## src/rtl/wb_arb_pkg.sv

```systemverilog
// +----------------------------------------------------------------------------+
// | Module      : wb_arb_pkg                                                   |
// | Description : Shared types and constants for the boot/CPU Wishbone arbiter |
// | Revision    : 1.0  initial release                                         |
// +----------------------------------------------------------------------------+
`default_nettype none

package wb_arb_pkg;

  typedef enum logic [1:0] {
    IDLE = 2'd0,
    OWN0 = 2'd1,
    OWN1 = 2'd2
  } arb_state_t;

  localparam logic [1:0] GRANT_NONE = 2'b00;
  localparam logic [1:0] GRANT_M0   = 2'b01;
  localparam logic [1:0] GRANT_M1   = 2'b10;

  // Values driven onto the slave cycle-type lines while nobody owns the bus
  localparam logic [2:0] CTI_CLASSIC = 3'b000;
  localparam logic [1:0] BTE_LINEAR  = 2'b00;

endpackage

`default_nettype wire

```

## src/rtl/wb_arb_watchdog.sv

```systemverilog
// +----------------------------------------------------------------------------+
// | Module      : wb_arb_watchdog                                              |
// | Description : Saturating bus-hang counter; fires at TIMEOUT_CYCLES-1.      |
// |               Present only when WB_ARB_TIMEOUT_EN is defined.              |
// | Revision    : 1.0  initial release                                         |
// +----------------------------------------------------------------------------+
`default_nettype none

`ifdef WB_ARB_TIMEOUT_EN
module wb_arb_watchdog #(
  parameter int TIMEOUT_CYCLES = 1024,
  parameter int TW             = 16
) (
  input  logic wb_clk,
  input  logic wb_rst,
  input  logic en,
  input  logic clr,
  output logic fire
);

  localparam logic [TW-1:0] c_fire_at = TW'(TIMEOUT_CYCLES - 1);

  logic [TW-1:0] r_count;

  assign fire = en & (r_count == c_fire_at);

  always_ff @(posedge wb_clk or posedge wb_rst) begin
    if (wb_rst) begin
      r_count <= '0;
    end else if (clr || fire) begin
      r_count <= '0;
    end else if (en && (r_count != {TW{1'b1}})) begin
      r_count <= r_count + TW'(1);
    end
  end

endmodule
`endif

`default_nettype wire

```

## src/rtl/wb_boot_arbiter.sv

```systemverilog
// +----------------------------------------------------------------------------+
// | Module      : wb_boot_arbiter                                              |
// | Description : Two-master Wishbone arbiter; boot engine exclusive during    |
// |               boot, round-robin afterwards. WB_ARB_TIMEOUT_EN adds the     |
// |               bus-hang watchdog.                                           |
// | Revision    : 1.0  initial release                                         |
// +----------------------------------------------------------------------------+
`default_nettype none

module wb_boot_arbiter
  import wb_arb_pkg::*;
#(
  parameter int WB_DATA        = 32,
  parameter int TIMEOUT_CYCLES = 1024,
  parameter int TW             = 16
) (
  input  logic                    wb_clk,
  input  logic                    wb_rst,
  input  logic [WB_DATA-1:0]      m0_adr_i,
  input  logic [WB_DATA-1:0]      m0_dat_i,
  input  logic [(WB_DATA>>3)-1:0] m0_sel_i,
  input  logic                    m0_we_i,
  input  logic                    m0_cyc_i,
  input  logic                    m0_stb_i,
  input  logic [2:0]              m0_cti_i,
  input  logic [1:0]              m0_bte_i,
  output logic [WB_DATA-1:0]      m0_dat_o,
  output logic                    m0_ack_o,
  output logic                    m0_err_o,
  output logic                    m0_rty_o,
  input  logic [WB_DATA-1:0]      m1_adr_i,
  input  logic [WB_DATA-1:0]      m1_dat_i,
  input  logic [(WB_DATA>>3)-1:0] m1_sel_i,
  input  logic                    m1_we_i,
  input  logic                    m1_cyc_i,
  input  logic                    m1_stb_i,
  input  logic [2:0]              m1_cti_i,
  input  logic [1:0]              m1_bte_i,
  output logic [WB_DATA-1:0]      m1_dat_o,
  output logic                    m1_ack_o,
  output logic                    m1_err_o,
  output logic                    m1_rty_o,
  output logic [WB_DATA-1:0]      s_adr_o,
  output logic [WB_DATA-1:0]      s_dat_o,
  output logic [(WB_DATA>>3)-1:0] s_sel_o,
  output logic                    s_we_o,
  output logic                    s_cyc_o,
  output logic                    s_stb_o,
  output logic [2:0]              s_cti_o,
  output logic [1:0]              s_bte_o,
  input  logic [WB_DATA-1:0]      s_dat_i,
  input  logic                    s_ack_i,
  input  logic                    s_err_i,
  input  logic                    s_rty_i,
  input  logic                    boot_active,
  output logic [1:0]              grant,
  output logic                    timeout_event
);

  generate
    if ((TIMEOUT_CYCLES < 2) || (TIMEOUT_CYCLES > (2**TW) - 1)) begin : g_bad_timeout
      $error("wb_boot_arbiter: TIMEOUT_CYCLES must lie in 2..2**TW-1");
    end
  endgenerate

  arb_state_t r_state;
  arb_state_t w_state_nxt;
  logic       r_last;
  logic       w_last_nxt;
  logic       w_req0;
  logic       w_req1;
  logic       w_cyc;
  logic       w_stb;
  logic       w_fire;

  always_ff @(posedge wb_clk or posedge wb_rst) begin
    if (wb_rst) begin
      r_state <= IDLE;
      r_last  <= 1'b1;
    end else begin
      r_state <= w_state_nxt;
      r_last  <= w_last_nxt;
    end
  end

  // During boot the CPU is held in reset, so its requests are simply ignored
  assign w_req0 = m0_cyc_i;
  assign w_req1 = m1_cyc_i & ~boot_active;

  always_comb begin
    w_state_nxt = r_state;
    w_last_nxt  = r_last;
    case (r_state)
      IDLE: begin
        if (w_req0 && (!w_req1 || r_last)) begin
          w_state_nxt = OWN0;
        end else if (w_req1) begin
          w_state_nxt = OWN1;
        end
      end
      OWN0: begin
        if (!m0_cyc_i) begin
          w_state_nxt = IDLE;
          w_last_nxt  = 1'b0;
        end
      end
      OWN1: begin
        if (!m1_cyc_i) begin
          w_state_nxt = IDLE;
          w_last_nxt  = 1'b1;
        end
      end
      default: begin
        w_state_nxt = IDLE;
      end
    endcase
  end

  always_comb begin
    s_adr_o  = '0;
    s_dat_o  = '0;
    s_sel_o  = '0;
    s_we_o   = 1'b0;
    w_cyc    = 1'b0;
    w_stb    = 1'b0;
    s_cti_o  = CTI_CLASSIC;
    s_bte_o  = BTE_LINEAR;
    m0_dat_o = '0;
    m0_ack_o = 1'b0;
    m0_err_o = 1'b0;
    m0_rty_o = 1'b0;
    m1_dat_o = '0;
    m1_ack_o = 1'b0;
    m1_err_o = 1'b0;
    m1_rty_o = 1'b0;
    grant    = GRANT_NONE;
    case (r_state)
      OWN0: begin
        s_adr_o  = m0_adr_i;
        s_dat_o  = m0_dat_i;
        s_sel_o  = m0_sel_i;
        s_we_o   = m0_we_i;
        w_cyc    = m0_cyc_i;
        w_stb    = m0_stb_i;
        s_cti_o  = m0_cti_i;
        s_bte_o  = m0_bte_i;
        m0_dat_o = s_dat_i;
        m0_ack_o = s_ack_i;
        m0_err_o = s_err_i | w_fire;
        m0_rty_o = s_rty_i;
        grant    = m0_cyc_i ? GRANT_M0 : GRANT_NONE;
      end
      OWN1: begin
        s_adr_o  = m1_adr_i;
        s_dat_o  = m1_dat_i;
        s_sel_o  = m1_sel_i;
        s_we_o   = m1_we_i;
        w_cyc    = m1_cyc_i;
        w_stb    = m1_stb_i;
        s_cti_o  = m1_cti_i;
        s_bte_o  = m1_bte_i;
        m1_dat_o = s_dat_i;
        m1_ack_o = s_ack_i;
        m1_err_o = s_err_i | w_fire;
        m1_rty_o = s_rty_i;
        grant    = m1_cyc_i ? GRANT_M1 : GRANT_NONE;
      end
      default: ;
    endcase
  end

  assign s_cyc_o = w_cyc;
  // The forced err cycle must not also present a live strobe to the slave
  assign s_stb_o = w_stb & ~w_fire;

`ifdef WB_ARB_TIMEOUT_EN
  logic w_resp;
  logic w_wd_en;

  assign w_resp  = s_ack_i | s_err_i | s_rty_i;
  assign w_wd_en = (r_state != IDLE) & w_cyc & w_stb & ~w_resp;

  wb_arb_watchdog #(
    .TIMEOUT_CYCLES (TIMEOUT_CYCLES),
    .TW             (TW)
  ) u_watchdog (
    .wb_clk (wb_clk),
    .wb_rst (wb_rst),
    .en     (w_wd_en),
    .clr    (~w_wd_en),
    .fire   (w_fire)
  );
`else
  assign w_fire = 1'b0;
`endif

  assign timeout_event = w_fire;

endmodule

`default_nettype wire

```

## config.mk

```make
export PLATFORM = sky130hd
export DESIGN_NAME = wb_boot_arbiter
export DESIGN_NICKNAME = d
export VERILOG_FILES = /design/src/rtl/wb_arb_pkg.sv /design/src/rtl/wb_arb_watchdog.sv /design/src/rtl/wb_boot_arbiter.sv
export SDC_FILE = /design/constraint.sdc
export NUM_CORES = 1
export LEC_CHECK = 0
export CAP_MARGIN = 20
export CORE_AREA = 4 4 130 132
export DETAILED_ROUTE_END_ITERATION = 16
export DIE_AREA = 0 0 134 136
export PLACE_DENSITY = 0.49
export SLEW_MARGIN = 10
export SYNTH_ARGS = -nofsm -noshare
export SYNTH_HDL_FRONTEND = slang
export SYNTH_SLANG_ARGS = --single-unit
```

## constraint.sdc

```tcl
create_clock -name wb_clk -period 2.15 [get_ports wb_clk]
set_clock_uncertainty 0.1 [all_clocks]
set_input_delay 0.215 -clock wb_clk [delete_from_list [all_inputs] [get_ports wb_clk]]
set_output_delay 0.215 -clock wb_clk [all_outputs]
set_load 0.005 [all_outputs]
```

==> flow_summary.toml, run 1 <==
[sta]
worst_hold_slack_ns = 0.0707
finalWorstPathRequiredPeriod_ns = 2.16
grt_setup_unrepaired = "yes"
hold_violations = 0
timing_max_transition_violations_final = 0
layout_setup_ws_ns = -0.0130
post-route-period-util = 1.01
fmaxAchievable_mhz = 462
final-setup-viol-count = 3

[power_and_ir_drop]
power.clock.fraction = 0.049
cellInternalPower_w = 0.00365
combinationalPowerShare = 0.933
static-leakage-power_nw = 3.36
power.switching_w = 0.00246
power_density_nw_per_um2 = 980
power.share.sequential = 0.018
max-vdd-ir-drop_mv = 0.513
switching_share = 0.403

[worst_setup_path]
timing_worst_setup_path_type = "register to output pin"
cp-start-kind = "register"
cell_by_cell_listing_of_the_critical_path = "buf_4 > ha_4 > buf_4 > buf_12 > buf_16 > a22oi_2 > nor2b_1 > dlygate4sd2_1"
worst-endpoint-required_ns = 1.84
critPathMaxFanout = 13
end_kind = "output pin"
critical_path_arrival_ns = 1.85
timing.critical_path.slowest_cell_delay_ns = 0.38
crit_path_top_delay_cell = "sky130_fd_sc_hd__dfrtp_1"
crit_top_cell = "sky130_fd_sc_hd__buf_4"

[final_layout]
num_antenna_cells = 0
layout_common_cells = "202 x sky130_fd_sc_hd__clkdlybuf4s50_1, 74 x sky130_fd_sc_hd__nor2b_1, 69 x sky130_fd_sc_hd__and2_1"
drive_above_1_share = 0.150
final_common_cell = "sky130_fd_sc_hd__clkdlybuf4s50_1"
design.final.nets = 813
finalNonFillerCells = 835
postLayoutCoreUtil = 0.397
synthToLayoutAreaGrowth_pct = 228

[cts]
cts_hold_buffers = 0
clk_transition_reported_paths_ns = 0.03
cts-htree-levels = 1
tritoncts = "done"
clkSinkCount = 3
clock_tree.root_cell = "sky130_fd_sc_hd__clkbuf_16"
cts-buffers-inserted = 3
clock_path_buffers = 2
clkLatencyLatePin_ns = 0.23

[synth]
post_synthesis_cell_area_um2 = 1900
synth_sequential_area_ratio = 0.0401
synthesis.area_per_instance_um2 = 6.85
syn-instance-count = 278
number_of_synthesized_register_bits = 3
synthesis.yosys.warnings = 0
postSynthNetCount = 471
synth_cell_type_count = 24

[floorplan]
die-height_um = 136
row_count = 46
horizontal_extent_of_the_die_um = 134
core_area_um2 = 15700
ios = 339
die_area_um2 = 18200
initial_core_util = 0.121

[worst_hold_path]
min_path_type = "input pin to asynchronous set/reset pin"

[routing]
drt-pass1-iter-count = 4
detail-route-antenna-nets = 0
routedWlPerCell_um = 18.2
viasPerCell = 4.17
violation_count_after_the_first_detailed_route_iteration = 87
finalWirelength_um = 15200
vias = 3479
drt_drc_violations_left = 0

[grt]
grt_start_max_net_pins = 41
groute.usage.overall = 0.147
gr-total-overflow = 0
grt_pass1_wl_um = 21200
antenna_found_initial = 0
grt_pass1_vias = 3626

[flow_run]
max_cap_viol_count = 0

[placed_design]
place_inst = 808
portBuffers = 337
detailedPlacementHpwl_um = 11200
routabilityCongestion = 0.794

[run_status]
outcome = "finished with violations"
failing_checks = "setup timing"
[registers in the layout, indices dropped and copies added, names as in the netlist]
signal,cells
r_state,2
r_last,1
[critical path, delay by kind of cell (launching register included)]
family	cells	cell delay, ns
flops	1	0.38
compound gates	1	0.15
buf+inv	5	0.83
fa+ha+maj	1	0.19
simple gates	1	0.06
[layer usage]
| layer | part of all wire | routed length [µm] | up-vias | GRT usage |
|---|---|---|---|---|
| li1 | - | - | 1655 | - |
| met1 | 0.36 | 5530 | 1609 | 0.163 |
| met2 | 0.53 | 7990 | 211 | 0.272 |
| met3 | 0.10 | 1590 | 4 | 0.0507 |
| met4 | 0.0055 | 84 | 0 | 0.0280 |
| met5 | 0 | 0 | - | 0 |
[per-stage QoR]
step / setup slack [ns] / area, µm² / total power, W / TNS [ns]
after floorplan: 0.569 / 1900 / 0.00235 / 0
after global placement: 0.0492 / 5550 / 0.00505 / 0
after CTS: -0.108 / 5760 / 0.00569 / -0.961
after detailed placement: -0.0129 / 5550 / 0.00505 / -0.0129
after global routing: -0.0649 / 6240 / 0.00656 / -0.785
final: -0.0130 / 6240 / 0.00611 / -0.0234
[what timing repair did]
item,CTS,global route
gates resized for setup,94,115
pin swaps,2,7
setup buffers,4,12
gates cloned,5,4
setup endpoints to repair,81,103
[final timing paths]
check                      startpoint         end  slack [ns]  cells past startpoint
setup / recovery           r_state[0]  s_dat_o[4]       -0.01                      8
hold / removal                 wb_rst  r_state[1]        0.07                      2
setup reg to reg           r_state[1]  r_state[1]        0.44                      7
hold reg to reg                r_last      r_last        0.47                      1
max in group asynchronous      wb_rst      r_last        1.66                      2
min in group wb_clk            r_last      r_last        0.47                      1
[area by class of cell]
| cell class | instances | area, µm² |
|---|---|---|
| Fill cell | 1619 | 9470 |
| Tap cell | 216 | 270 |
| Multi-Input combinational cell | 237 | 1860 |
| Clock buffer | 4 | 78.8 |
| Sequential cell | 3 | 76.3 |
| Inverter | 4 | 15.0 |
| Timing Repair Buffer | 371 | 3930 |
[logic make-up (layout without fill, tap and decap cells)]
family / count (synthesis) / in the layout / share of synthesized area
fa+ha+maj: 3 / 3 / 0.0197
other cells: 1 / 1 / 0.00197
simple gates: 151 / 151 / 0.494
flops: 3 / 3 / 0.0401
compound gates: 82 / 82 / 0.333
buf+inv: 38 / 379 / 0.111
[Yosys cell counts (all sizes together)]
library cell / number / area [µm²]
o21ai: 1 / 8.76
or2: 1 / 6.26
and3: 2 / 12.5
inv: 4 / 15.0
and2: 70 / 438
nand2: 1 / 3.75
nor2b: 75 / 469
nand2b: 1 / 6.26
dfrtp: 2 / 50.1
conb: 1 / 3.75
a22o: 2 / 17.5
o2111ai: 1 / 8.76
buf: 17 / 128
o211ai: 1 / 7.51
ha: 3 / 37.5
a211oi: 1 / 7.51
a22oi: 76 / 584
nand3: 1 / 5.00
dfstp: 1 / 26.3
clkbuf: 17 / 68.8
[power groups by stage]
stage          Sequential, W  Combinational [W]  Clock (W)
2_1_floorplan       0.000104            0.00225          0
3_3_place_gp        0.000104            0.00495          0
3_5_place_dp        0.000105            0.00494          0
4_1_cts             0.000107            0.00528   0.000306
5_1_grt             0.000112            0.00614   0.000310
6_report            0.000109            0.00571   0.000298
Power figures use the tool's default switching activity.
==> inputs of run 2 (changes only) <==
- CORE_AREA: 4 4 130 132 -> 4 4 131 133
- DIE_AREA: 0 0 134 136 -> 0 0 135 137
- DONT_BUFFER_PORTS: default -> 1
- PLACE_DENSITY: 0.49 -> 0.3
- SETUP_SLACK_MARGIN: default -> 0.5
==> run 2 against run 1 <==
  * The flow now finishes without violations
  * Cell area fell by 54%
  * Non-clock buffer count shrank 332
  * Sequential power up 7%
  * Core utilization is 22 points lower
  * Via count shrank 34%
  * Critical path type unchanged
  * Highest routed layer unchanged
==> flow_summary.toml, run 2 (synthesis results as in run 1) <==
[run_status]
outcome = "complete, no violations"

[final_layout]
drive_above_1_share = 0.314
final_design_area_no_fill_um2 = 2870
design.final.nets = 481
largest_register_ffs = 2
finalNonFillerCells = 503
largest_register = "r_state"
layout_common_cells = "65 x sky130_fd_sc_hd__nor2b_1, 61 x sky130_fd_sc_hd__and2_1, 55 x sky130_fd_sc_hd__a22oi_1"
final_common_cell = "sky130_fd_sc_hd__nor2b_1"
top_regs = "r_state: 2 flops, r_last: 1 flops"
synthToLayoutAreaGrowth_pct = 50.6
num_antenna_cells = 0

[placed_design]
place_inst = 473
place_area_um2 = 2140
detailedPlacementHpwl_um = 7840
routabilityCongestion = 0.683
detailedPlace.worstSlack_ns = 0.217
portBuffers = 0

[cts]
tritoncts = "done"
clkLatencyLatePin_ns = 0.22
clkSinkCount = 3
clock_path_buffers = 2
clk_transition_reported_paths_ns = 0.03
clock_tree.root_cell = "sky130_fd_sc_hd__clkbuf_16"
cts-buffers-inserted = 3
cts-htree-levels = 1

[sta]
hold_violations = 0
layout_setup_ws_ns = 0.282
totalNegativeSetupSlack_ns = 0
timing_max_transition_violations_final = 0
final-setup-viol-count = 0
grt_setup_unrepaired = "yes"
post-route-period-util = 0.869
finalWorstPathRequiredPeriod_ns = 1.87
fmaxAchievable_mhz = 535

[routing]
drt-pass1-iter-count = 4
detail-route-antenna-nets = 0
viasPerCell = 4.56
drt_drc_violations_left = 0
routedWlPerCell_um = 23.4
finalWirelength_um = 11800
vias = 2294
violation_count_after_the_first_detailed_route_iteration = 98

[floorplan]
initial_core_util = 0.120
die_area_um2 = 18500
horizontal_extent_of_the_die_um = 135
core_area_um2 = 15800
ios = 339
row_count = 46
die-height_um = 137

[worst_setup_path]
r2r_setup_slack_ns = 0.37
cp-start-kind = "register"
crit_path_top_delay_cell = "sky130_fd_sc_hd__dfrtp_1"
worst-endpoint-required_ns = 1.84
critPathTopFamily = "buffers and inverters"
timing_worst_setup_path_type = "register to output pin"
critical_path_arrival_ns = 1.55
total_buffers_and_inverters_traversed_by_the_critical_path = 3
crit_top_cell = "sky130_fd_sc_hd__buf_4"
end_kind = "output pin"
timing.critical_path.slowest_cell_delay_ns = 0.39
cell_by_cell_listing_of_the_critical_path = "inv_2 > ha_4 > buf_4 > a22oi_2 > nor2b_1 > buf_4"
critPathMaxFanout = 14

[power_and_ir_drop]
max-vdd-ir-drop_mv = 0.350
static-leakage-power_nw = 0.948
power_density_nw_per_um2 = 1620

[grt]
groute.usage.overall = 0.101
grt_start_max_net_pins = 60
grt_pass1_wl_um = 14100
grt_pass1_vias = 2251
gr-total-overflow = 0
antenna_found_initial = 0

[worst_hold_path]
min_path_type = "input pin to register"

[flow_run]
max_cap_viol_count = 0
[run 2: cell types whose count changed in the layout (fill, tap and decap cells not counted), sizes merged]
cell,change
clkdlybuf4s50,-202
dlygate4sd2,-68
buf,+5
dlymetal6s2s,-53
clkbuf,-6
clkdlybuf4s15,-9
dlygate4sd3,+1
[run 2: repair_timing]
| action | in CTS | in global routing |
|---|---|---|
| hold buffers | 1 | 0 |
| setup endpoints to repair | 151 | 151 |
| gates cloned | 7 | 3 |
| pin swaps | 15 | 8 |
| endpoints found under the hold margin | 3 | 0 |
| resized for setup | 40 | 22 |
| buffers inserted | 11 | 4 |
[run 2: worst paths after layout]
check | from | endpoint | depth (start not counted)
worst max-delay path | r_state[0] | s_adr_o[7] | 6
worst min-delay path | m0_cyc_i | r_state[0] | 2
worst max register to register | r_state[0] | r_state[1] | 7
worst min register to register | r_last | r_last | 1
max in group asynchronous | wb_rst | r_last | 2
min in group asynchronous | wb_rst | r_state[0] | 2
[run 2: routing by layer]
layer | vias up | GRT usage | part of all wire
li1 | 987 | - | -
met1 | 1101 | 0.118 | 0.39
met2 | 201 | 0.203 | 0.54
met3 | 5 | 0.00919 | 0.066
met4 | 0 | 0.0118 | 0.0037
met5 | - | 0 | 0
[run 2: per-stage QoR]
stage / power (W) / utilization / hold slack [ns]
floorplan: 0.00235 / - / -0.132
global placement: 0.00284 / 0.135 / -0.112
detailed placement: 0.00289 / 0.135 / -0.114
CTS: 0.00427 / 0.169 / 0.0974
global route: 0.00500 / 0.181 / 0.108
finish: 0.00464 / 0.181 / 0.0971
[run 2: cell type report]
class                   count  area [µm²]
clock buffers               4        78.8
fillers                  1752       13000
inverters                   4        15.0
multi-input cells         237        1810
flip-flops and latches      3        77.6
well taps                 216         270
repair buffers             39         619
[run 2: report_power, final]
group          internal (W)  leakage [nW]  switching, W
clock              0.000245        0.0382     0.0000531
sequential        0.0000907        0.0347     0.0000260
combinational       0.00215         0.876       0.00207
total               0.00249         0.948       0.00215
